--- src/rtl/ram_2x8_fifo_ctrl_pkg.sv ---
// Shared constants and the access-op enum used by the RAM
// FIFO controller, its arbiter, and the bench.
package ram_2x8_pkg;

    localparam int DATA_W    = 8;
    localparam int RAM_DEPTH = 2;
    localparam int PTR_W     = $clog2(RAM_DEPTH);
    localparam int CNT_W     = $clog2(RAM_DEPTH + 1);

    typedef enum logic [1:0] {
        OP_NONE,
        OP_WRITE,
        OP_READ
    } op_e;

    function automatic logic [PTR_W-1:0] ptr_next(
        input logic [PTR_W-1:0] p
    );
        return p + PTR_W'(1);
    endfunction

endpackage

--- src/rtl/ram_2x8_fifo_ctrl_if.sv ---
// Stream-in, stream-out and RAM-port bundle for the
// 2x8 RAM FIFO controller.
interface ram_2x8_fifo_ctrl_if
    import ram_2x8_pkg::*;
#(
    parameter int DATA_W = ram_2x8_pkg::DATA_W
);

    logic [DATA_W-1:0] in_data;
    logic              in_valid;
    logic              in_ready;

    logic [DATA_W-1:0] out_data;
    logic              out_valid;
    logic              out_ready;

    logic              ram_enable;
    logic              ram_write_enable;
    logic [PTR_W-1:0]  ram_addr;
    logic [DATA_W-1:0] ram_dados_in;
    logic [DATA_W-1:0] ram_dados_out;

    modport slave (
        input  in_data,
        input  in_valid,
        output in_ready,
        output out_data,
        output out_valid,
        input  out_ready,
        output ram_enable,
        output ram_write_enable,
        output ram_addr,
        output ram_dados_in,
        input  ram_dados_out
    );

    modport master (
        output in_data,
        output in_valid,
        input  in_ready,
        input  out_data,
        input  out_valid,
        output out_ready,
        input  ram_enable,
        input  ram_write_enable,
        input  ram_addr,
        input  ram_dados_in,
        output ram_dados_out
    );

endinterface

--- src/rtl/ram_2x8_arbiter.sv ---
// Round-robin write/read arbiter for the single RAM port;
// on a tie the op opposite to the last grant wins.
module ram_2x8_arbiter
    import ram_2x8_pkg::*;
(
    input  logic clk,
    input  logic rst_n,
    input  logic read_req,
    input  logic write_req,
    output op_e  grant
);

    op_e last_op_q;
    op_e last_op_d;

    always_comb begin
        grant = OP_NONE;
        unique case (1'b1)
            (write_req && read_req):
                grant = (last_op_q == OP_WRITE) ? OP_READ
                                                : OP_WRITE;
            (write_req && !read_req):
                grant = OP_WRITE;
            (read_req && !write_req):
                grant = OP_READ;
            default:
                grant = OP_NONE;
        endcase
    end

    always_comb begin
        last_op_d = last_op_q;
        if (grant != OP_NONE) begin
            last_op_d = grant;
        end
    end

    // READ after reset so that a write wins the first tie
    always_ff @(posedge clk or negedge rst_n) begin
        if (!rst_n) begin
            last_op_q <= OP_READ;
        end else begin
            last_op_q <= last_op_d;
        end
    end

endmodule

--- src/rtl/ram_2x8_fifo_ctrl.sv ---
// Two-entry circular FIFO over a single-port 2x8 RAM with
// a registered output stage; one RAM access per cycle.
module ram_2x8_fifo_ctrl #(
    parameter int DATA_W = ram_2x8_pkg::DATA_W
) (
    input  logic                 clk,
    input  logic                 rst_n,
    ram_2x8_fifo_ctrl_if.slave   bus
);

    import ram_2x8_pkg::*;

    logic [PTR_W-1:0]  wr_ptr_q;
    logic [PTR_W-1:0]  wr_ptr_d;
    logic [PTR_W-1:0]  rd_ptr_q;
    logic [PTR_W-1:0]  rd_ptr_d;
    logic [CNT_W-1:0]  count_q;
    logic [CNT_W-1:0]  count_d;
    logic              out_valid_q;
    logic              out_valid_d;
    logic [DATA_W-1:0] out_data_q;
    logic [DATA_W-1:0] out_data_d;

    logic              read_req;
    logic              write_req;
    op_e               grant;

    logic              ram_en;
    logic              ram_we;
    logic [PTR_W-1:0]  ram_addr;
    logic              in_rdy;

    // rst_n gating keeps every strobe low while reset is held
    always_comb begin
        read_req  = rst_n
                 && (count_q != '0)
                 && (!out_valid_q || bus.out_ready);
        write_req = rst_n
                 && bus.in_valid
                 && (count_q != CNT_W'(RAM_DEPTH));
    end

    ram_2x8_arbiter u_arb (
        .clk       (clk),
        .rst_n     (rst_n),
        .read_req  (read_req),
        .write_req (write_req),
        .grant     (grant)
    );

    always_comb begin
        ram_en      = 1'b0;
        ram_we      = 1'b0;
        ram_addr    = '0;
        in_rdy      = 1'b0;
        wr_ptr_d    = wr_ptr_q;
        rd_ptr_d    = rd_ptr_q;
        count_d     = count_q;
        out_valid_d = out_valid_q;
        out_data_d  = out_data_q;

        if (out_valid_q && bus.out_ready) begin
            out_valid_d = 1'b0;
        end

        unique case (grant)
            OP_WRITE: begin
                ram_en   = 1'b1;
                ram_we   = 1'b1;
                ram_addr = wr_ptr_q;
                in_rdy   = 1'b1;
                wr_ptr_d = ptr_next(wr_ptr_q);
                count_d  = count_q + CNT_W'(1);
            end
            OP_READ: begin
                ram_en      = 1'b1;
                ram_addr    = rd_ptr_q;
                rd_ptr_d    = ptr_next(rd_ptr_q);
                count_d     = count_q - CNT_W'(1);
                out_valid_d = 1'b1;
                out_data_d  = bus.ram_dados_out;
            end
            default: begin
            end
        endcase
    end

    always_ff @(posedge clk or negedge rst_n) begin
        if (!rst_n) begin
            wr_ptr_q    <= '0;
            rd_ptr_q    <= '0;
            count_q     <= '0;
            out_valid_q <= 1'b0;
            out_data_q  <= '0;
        end else begin
            wr_ptr_q    <= wr_ptr_d;
            rd_ptr_q    <= rd_ptr_d;
            count_q     <= count_d;
            out_valid_q <= out_valid_d;
            out_data_q  <= out_data_d;
        end
    end

    assign bus.ram_enable       = ram_en;
    assign bus.ram_write_enable = ram_we;
    assign bus.ram_addr         = ram_addr;
    assign bus.ram_dados_in     = bus.in_data;
    assign bus.in_ready         = in_rdy;
    assign bus.out_valid        = out_valid_q;
    assign bus.out_data         = out_data_q;

endmodule

--- src/flat_wrapper.sv ---
// flat-port wrapper written by rule: the top's interface ports become plain ports
module ram_2x8_fifo_ctrl_flat import ram_2x8_pkg::*;
#(
    parameter int DATA_W = ram_2x8_pkg::DATA_W
)
  (clk, rst_n, bus_in_data, bus_in_valid, bus_in_ready, bus_out_data, bus_out_valid, bus_out_ready, bus_ram_enable, bus_ram_write_enable, bus_ram_addr, bus_ram_dados_in, bus_ram_dados_out);
  ram_2x8_fifo_ctrl_if #(.DATA_W(DATA_W)) bus_i ();
  input  logic clk;
  input  logic rst_n;
  input wire logic [$bits(bus_i.in_data)-1:0] bus_in_data;
  input wire logic [$bits(bus_i.in_valid)-1:0] bus_in_valid;
  output wire logic [$bits(bus_i.in_ready)-1:0] bus_in_ready;
  output wire logic [$bits(bus_i.out_data)-1:0] bus_out_data;
  output wire logic [$bits(bus_i.out_valid)-1:0] bus_out_valid;
  input wire logic [$bits(bus_i.out_ready)-1:0] bus_out_ready;
  output wire logic [$bits(bus_i.ram_enable)-1:0] bus_ram_enable;
  output wire logic [$bits(bus_i.ram_write_enable)-1:0] bus_ram_write_enable;
  output wire logic [$bits(bus_i.ram_addr)-1:0] bus_ram_addr;
  output wire logic [$bits(bus_i.ram_dados_in)-1:0] bus_ram_dados_in;
  input wire logic [$bits(bus_i.ram_dados_out)-1:0] bus_ram_dados_out;
  assign bus_i.in_data = bus_in_data;
  assign bus_i.in_valid = bus_in_valid;
  assign bus_in_ready = bus_i.in_ready;
  assign bus_out_data = bus_i.out_data;
  assign bus_out_valid = bus_i.out_valid;
  assign bus_i.out_ready = bus_out_ready;
  assign bus_ram_enable = bus_i.ram_enable;
  assign bus_ram_write_enable = bus_i.ram_write_enable;
  assign bus_ram_addr = bus_i.ram_addr;
  assign bus_ram_dados_in = bus_i.ram_dados_in;
  assign bus_i.ram_dados_out = bus_ram_dados_out;
  ram_2x8_fifo_ctrl #(.DATA_W(DATA_W)) u_core (.clk(clk), .rst_n(rst_n), .bus(bus_i));
endmodule
--- config.mk ---
export PLATFORM = sky130hd
export DESIGN_NAME = ram_2x8_fifo_ctrl_flat
export DESIGN_NICKNAME = d
export VERILOG_FILES = /design/src/rtl/ram_2x8_fifo_ctrl_pkg.sv /design/src/rtl/ram_2x8_fifo_ctrl_if.sv /design/src/rtl/ram_2x8_arbiter.sv /design/src/rtl/ram_2x8_fifo_ctrl.sv /design/src/flat_wrapper.sv
export SDC_FILE = /design/constraint.sdc
export NUM_CORES = 1
export LEC_CHECK = 0
export BUFFER_PORTS_ARGS = -buffer_cell sky130_fd_sc_hd__buf_2
export CAP_MARGIN = 0
export CORE_UTILIZATION = 40
export DETAILED_ROUTE_END_ITERATION = 10
export PLACE_DENSITY_LB_ADDON = 0.3
export SKIP_LAST_GASP = 1
export SYNTH_ARGS = -nofsm -noshare
export SYNTH_HDL_FRONTEND = slang
export SYNTH_SLANG_ARGS = --single-unit
--- constraint.sdc ---
create_clock -name clk -period 4.1 [get_ports clk]
set_clock_uncertainty 0.2 [all_clocks]
set_input_delay 0.205 -clock clk [delete_from_list [all_inputs] [get_ports clk]]
set_output_delay 0.205 -clock clk [all_outputs]
set_load 0.02 [all_outputs]
==> summary.md <==
| Metric | Value |
|---|---|
| Mapped cell area | 737 um2 |
| RSZ-0062 raised after global routing | no |
| CP top delay family | buffers and inverters |
| Power Dens Cells | 710 nW/um2 |
| Drt initial violations | 1 |
| Asr flop ratio synth | 100% |
| Worst R2R End | u_core.bus.out_data[7] |
| Area fraction of the dominant cell type after synthesis | 47.5% |
| Max clock buf depth | 2 |
| Leak | 0.456 nW |
| Largest net degree at the start of global routing | 19 |
| Detailed placement HPWL | 790 um |
| Mapped Nets | 76 |
| WL/cell | 10.7 um |
| Clock Pin Slew Worst Setup and Hold Paths | 0.09 ns |
| Reg2Reg Depth | 4 |
| Sequential share of the synthesized area | 51.1% |
| Worst setup path startpoint | rst_n |
| Initial core utilization | 42.7% |
| Vias post-DR | 514 |
| Max cap viols | 0 |
| Net switching power | 270 uW |
| Worst Path Buf+Inv | 3 |
| Maximum VDD drop | 0.365 mV |
| Flops & latches, synth | 15 |
| Synth area leader | dfrtp_1 |
| Post-synth EDFFs | 0 |
| Final setup violating endpoints | 0 |
| RR Startpoint | u_core.count_q[0] |
| Post-route ant nets | 0 |
| Initial antenna violation count | 0 |
| Die width | 44.9 um |
| Endpoint type of the worst setup path | primary output |
| Avg Vias per Cell | 4.72 |
| Multi-input logic area | 270 um2 |
| Fin. max-slew vios | 0 |
| GRT Overall Usage | 13.9% |
| Clk_lat worst skew | 0.29 ns |
| Internal Power | 395 uW |
| Most used cell, CP | buf_2 |
| Routed Wire Length | 1.17 mm |
| Share of power burned in registers | 41.7% |
| I/O pins | 41 |
| Yosys warning count | 0 |
| List of most frequent post-synthesis cells | 14 x dfrtp_1, 9 x buf_4, 7 x mux2_1, 3 x inv_1 |
| Number of cells on the critical path | 7 |
| Slew headroom | 73.0% |
| GP Congestion | 0.725 |
| # fillers | 177 |
| Root Buffer | clkbuf_4 |
| Power Total | 665 uW |
| Final min period | 2.47 ns |
| Logic pwr share | 45.6% |
| H-tree lvl count | 1 |
| Area Overhead vs Synth | 27.2% |
| CP peak stage delay | 0.52 ns |
| Final Hold Fails | 0 |
| Mean post-synth cell area | 13.2 um2 |
| FF/Latch Area | 377 um2 |
| Top post-synthesis cells by area | dfrtp_1 48%, mux2_1 11%, buf_4 9.2% |
| Layout cells sized above 1 | 42.9% |
| Main synth FF type | dfrtp_1 |
| CTS buffer count | 3 |
| Gr ovfl total | 0 |
| Worst path required time | 3.69 ns |
| HP Class | in2reg |
| Vias in the first global route | 444 |
| Detailed-router iteration count before antenna repair | 3 |
| Setup WS pre-CTS | 2.12 ns |
| Setup TNS | 0 ns |
| Final period util | 60.1% |
| Clock tree sinks | 15 |
| DRC Markers | 0 |
| Outcome | finished clean |
| Count leader, synth | dfrtp_1 |
| Layout Nets | 105 |
| Slack of the worst reg-to-reg path | 2.36 ns |
| Type of origin of the critical path | input pin |
| CP Max Fanout | 18 |
| TritonCTS clock tree | done |
| Die area | 2020 um2 |
| Clock Power Share | 12.8% |
| Worst-Margin Slew | 0.405 ns |
| Die span in y | 44.9 um |
| # diodes | 0 |
| Crit-path slowest cell | dlygate4sd3_1 |
| Core area | 1730 um2 |
| Syn Inst Count | 56 |
| Final WS setup | 1.63 ns |
| IO Port Bufs | 24 |
| Crit path arrival time | 2.06 ns |
| Crit path to | bus_ram_addr |
| Core Util, Final | 54.3% |
| CTS resizes | 0 |
| Fmax | 406 MHz |
| First-pass GRT wire length | 1.90 mm |
| Setup CP Type | in2out |
| Crit path cell chain | dlygate4sd3_1 -> buf_2 -> o211a_1 -> nand2_2 -> mux2i_1 -> nor2_1 -> buf_2 |
| Distinct cell type count after synthesis | 24 |
| Switching portion of total power | 40.6% |
| Rows | 15 |
area by class of cell:
| type | count | area share (%) |
|---|---|---|
| Multi-Input combinational cell | 28 | 28.8 |
| Timing Repair Buffer | 34 | 23.5 |
| Tap cell | 25 | 3.34 |
| Sequential cell | 15 | 40.2 |
| Clock buffer | 3 | 2.40 |
| Inverter | 3 | 1.20 |
| Clock inverter | 1 | 0.534 |
flip-flops by register name (all words and copies together) (netlist names):
name                    flops
u_core.bus.out_data         8
u_core.wr_ptr_q             1
u_core.bus.out_valid        1
u_core.rd_ptr_q             1
u_core.count_q              2
u_core.u_arb.last_op_q      2
through the flow:
stage / instance area (um2) / hold WS (ns) / cells
floorplan: 737 / -0.291 / 56
global placement: 810 / -0.0431 / 95
detailed placement: 810 / -0.0419 / 95
CTS: 937 / 0.109 / 109
global route: 937 / 0.149 / 109
finish: 937 / 0.115 / 109
kinds of logic after synthesis:
logic type,after synthesis,synth area share [%]
flip-flops,15,51.1
AO/OA/AOI/OAI,8,11.5
multiplexers,10,15.1
buffers and inverters,13,12.2
XOR/XNOR,4,4.75
AND/OR/NAND/NOR,6,5.26
cell usage in the layout (no fill, tap or decap), drive strengths merged:
cell type    Yosys  layout
buf             10      24
dfrtp           14      14
dlygate4sd3      0      10
mux2             9       9
inv              3       3
clkbuf           0       3
xnor2            2       2
xor2             2       2
nand2b           2       2
a21oi            2       2
nand2            2       2
o211a            1       1
o2111ai          1       1
o221ai           1       1
mux2i            1       1
nor2             1       1
o21a             1       1
nand3            1       1
a21o             1       1
o21ai            1       1
clkinv           0       1
dfstp            1       1
power by group through the flow:
stage | combinational, mW | sequential (mW) | clock (mW)
global route | 0.330 | 0.288 | 0.0974
floorplan | 0.181 | 0.333 | 0
detailed placement | 0.300 | 0.280 | 0
global placement | 0.297 | 0.280 | 0
finish | 0.303 | 0.277 | 0.0849
CTS | 0.307 | 0.278 | 0.0888
tightest hold or removal path, stage by stage:
cell	delay (ns)
buf_2	0.13
o2111ai_4	0.13
o21ai_0	0.09
per-layer routing:
layer / track usage (%) / vias up / part of all wire (%)
li1: - / 236 / -
met1: 17.3 / 256 / 44
met2: 20.0 / 17 / 46
met3: 3.60 / 5 / 6.3
met4: 11.5 / 0 / 3.5
met5: 0 / - / 0
worst min path at each step:
stage / cells after the start / from / slack, ns / end
after global routing: 3 / bus_in_valid / 0.15 / u_core.u_arb.last_op_q[0]
after global placement: 1 / rst_n / -0.04 / u_core.count_q[1]
final: 3 / bus_in_valid / 0.12 / u_core.u_arb.last_op_q[0]
after CTS: 3 / bus_in_valid / 0.11 / u_core.u_arb.last_op_q[0]
after detailed placement: 1 / rst_n / -0.04 / u_core.bus.out_valid
after floorplan: 0 / rst_n / -0.29 / u_core.bus.out_data[0]
what timing repair did:
item	4_1_cts	5_1_grt
hold buffers	10	0
buffers inserted	0	0
hold endpoints to repair	24	0
(Power assumes the default switching activity.)
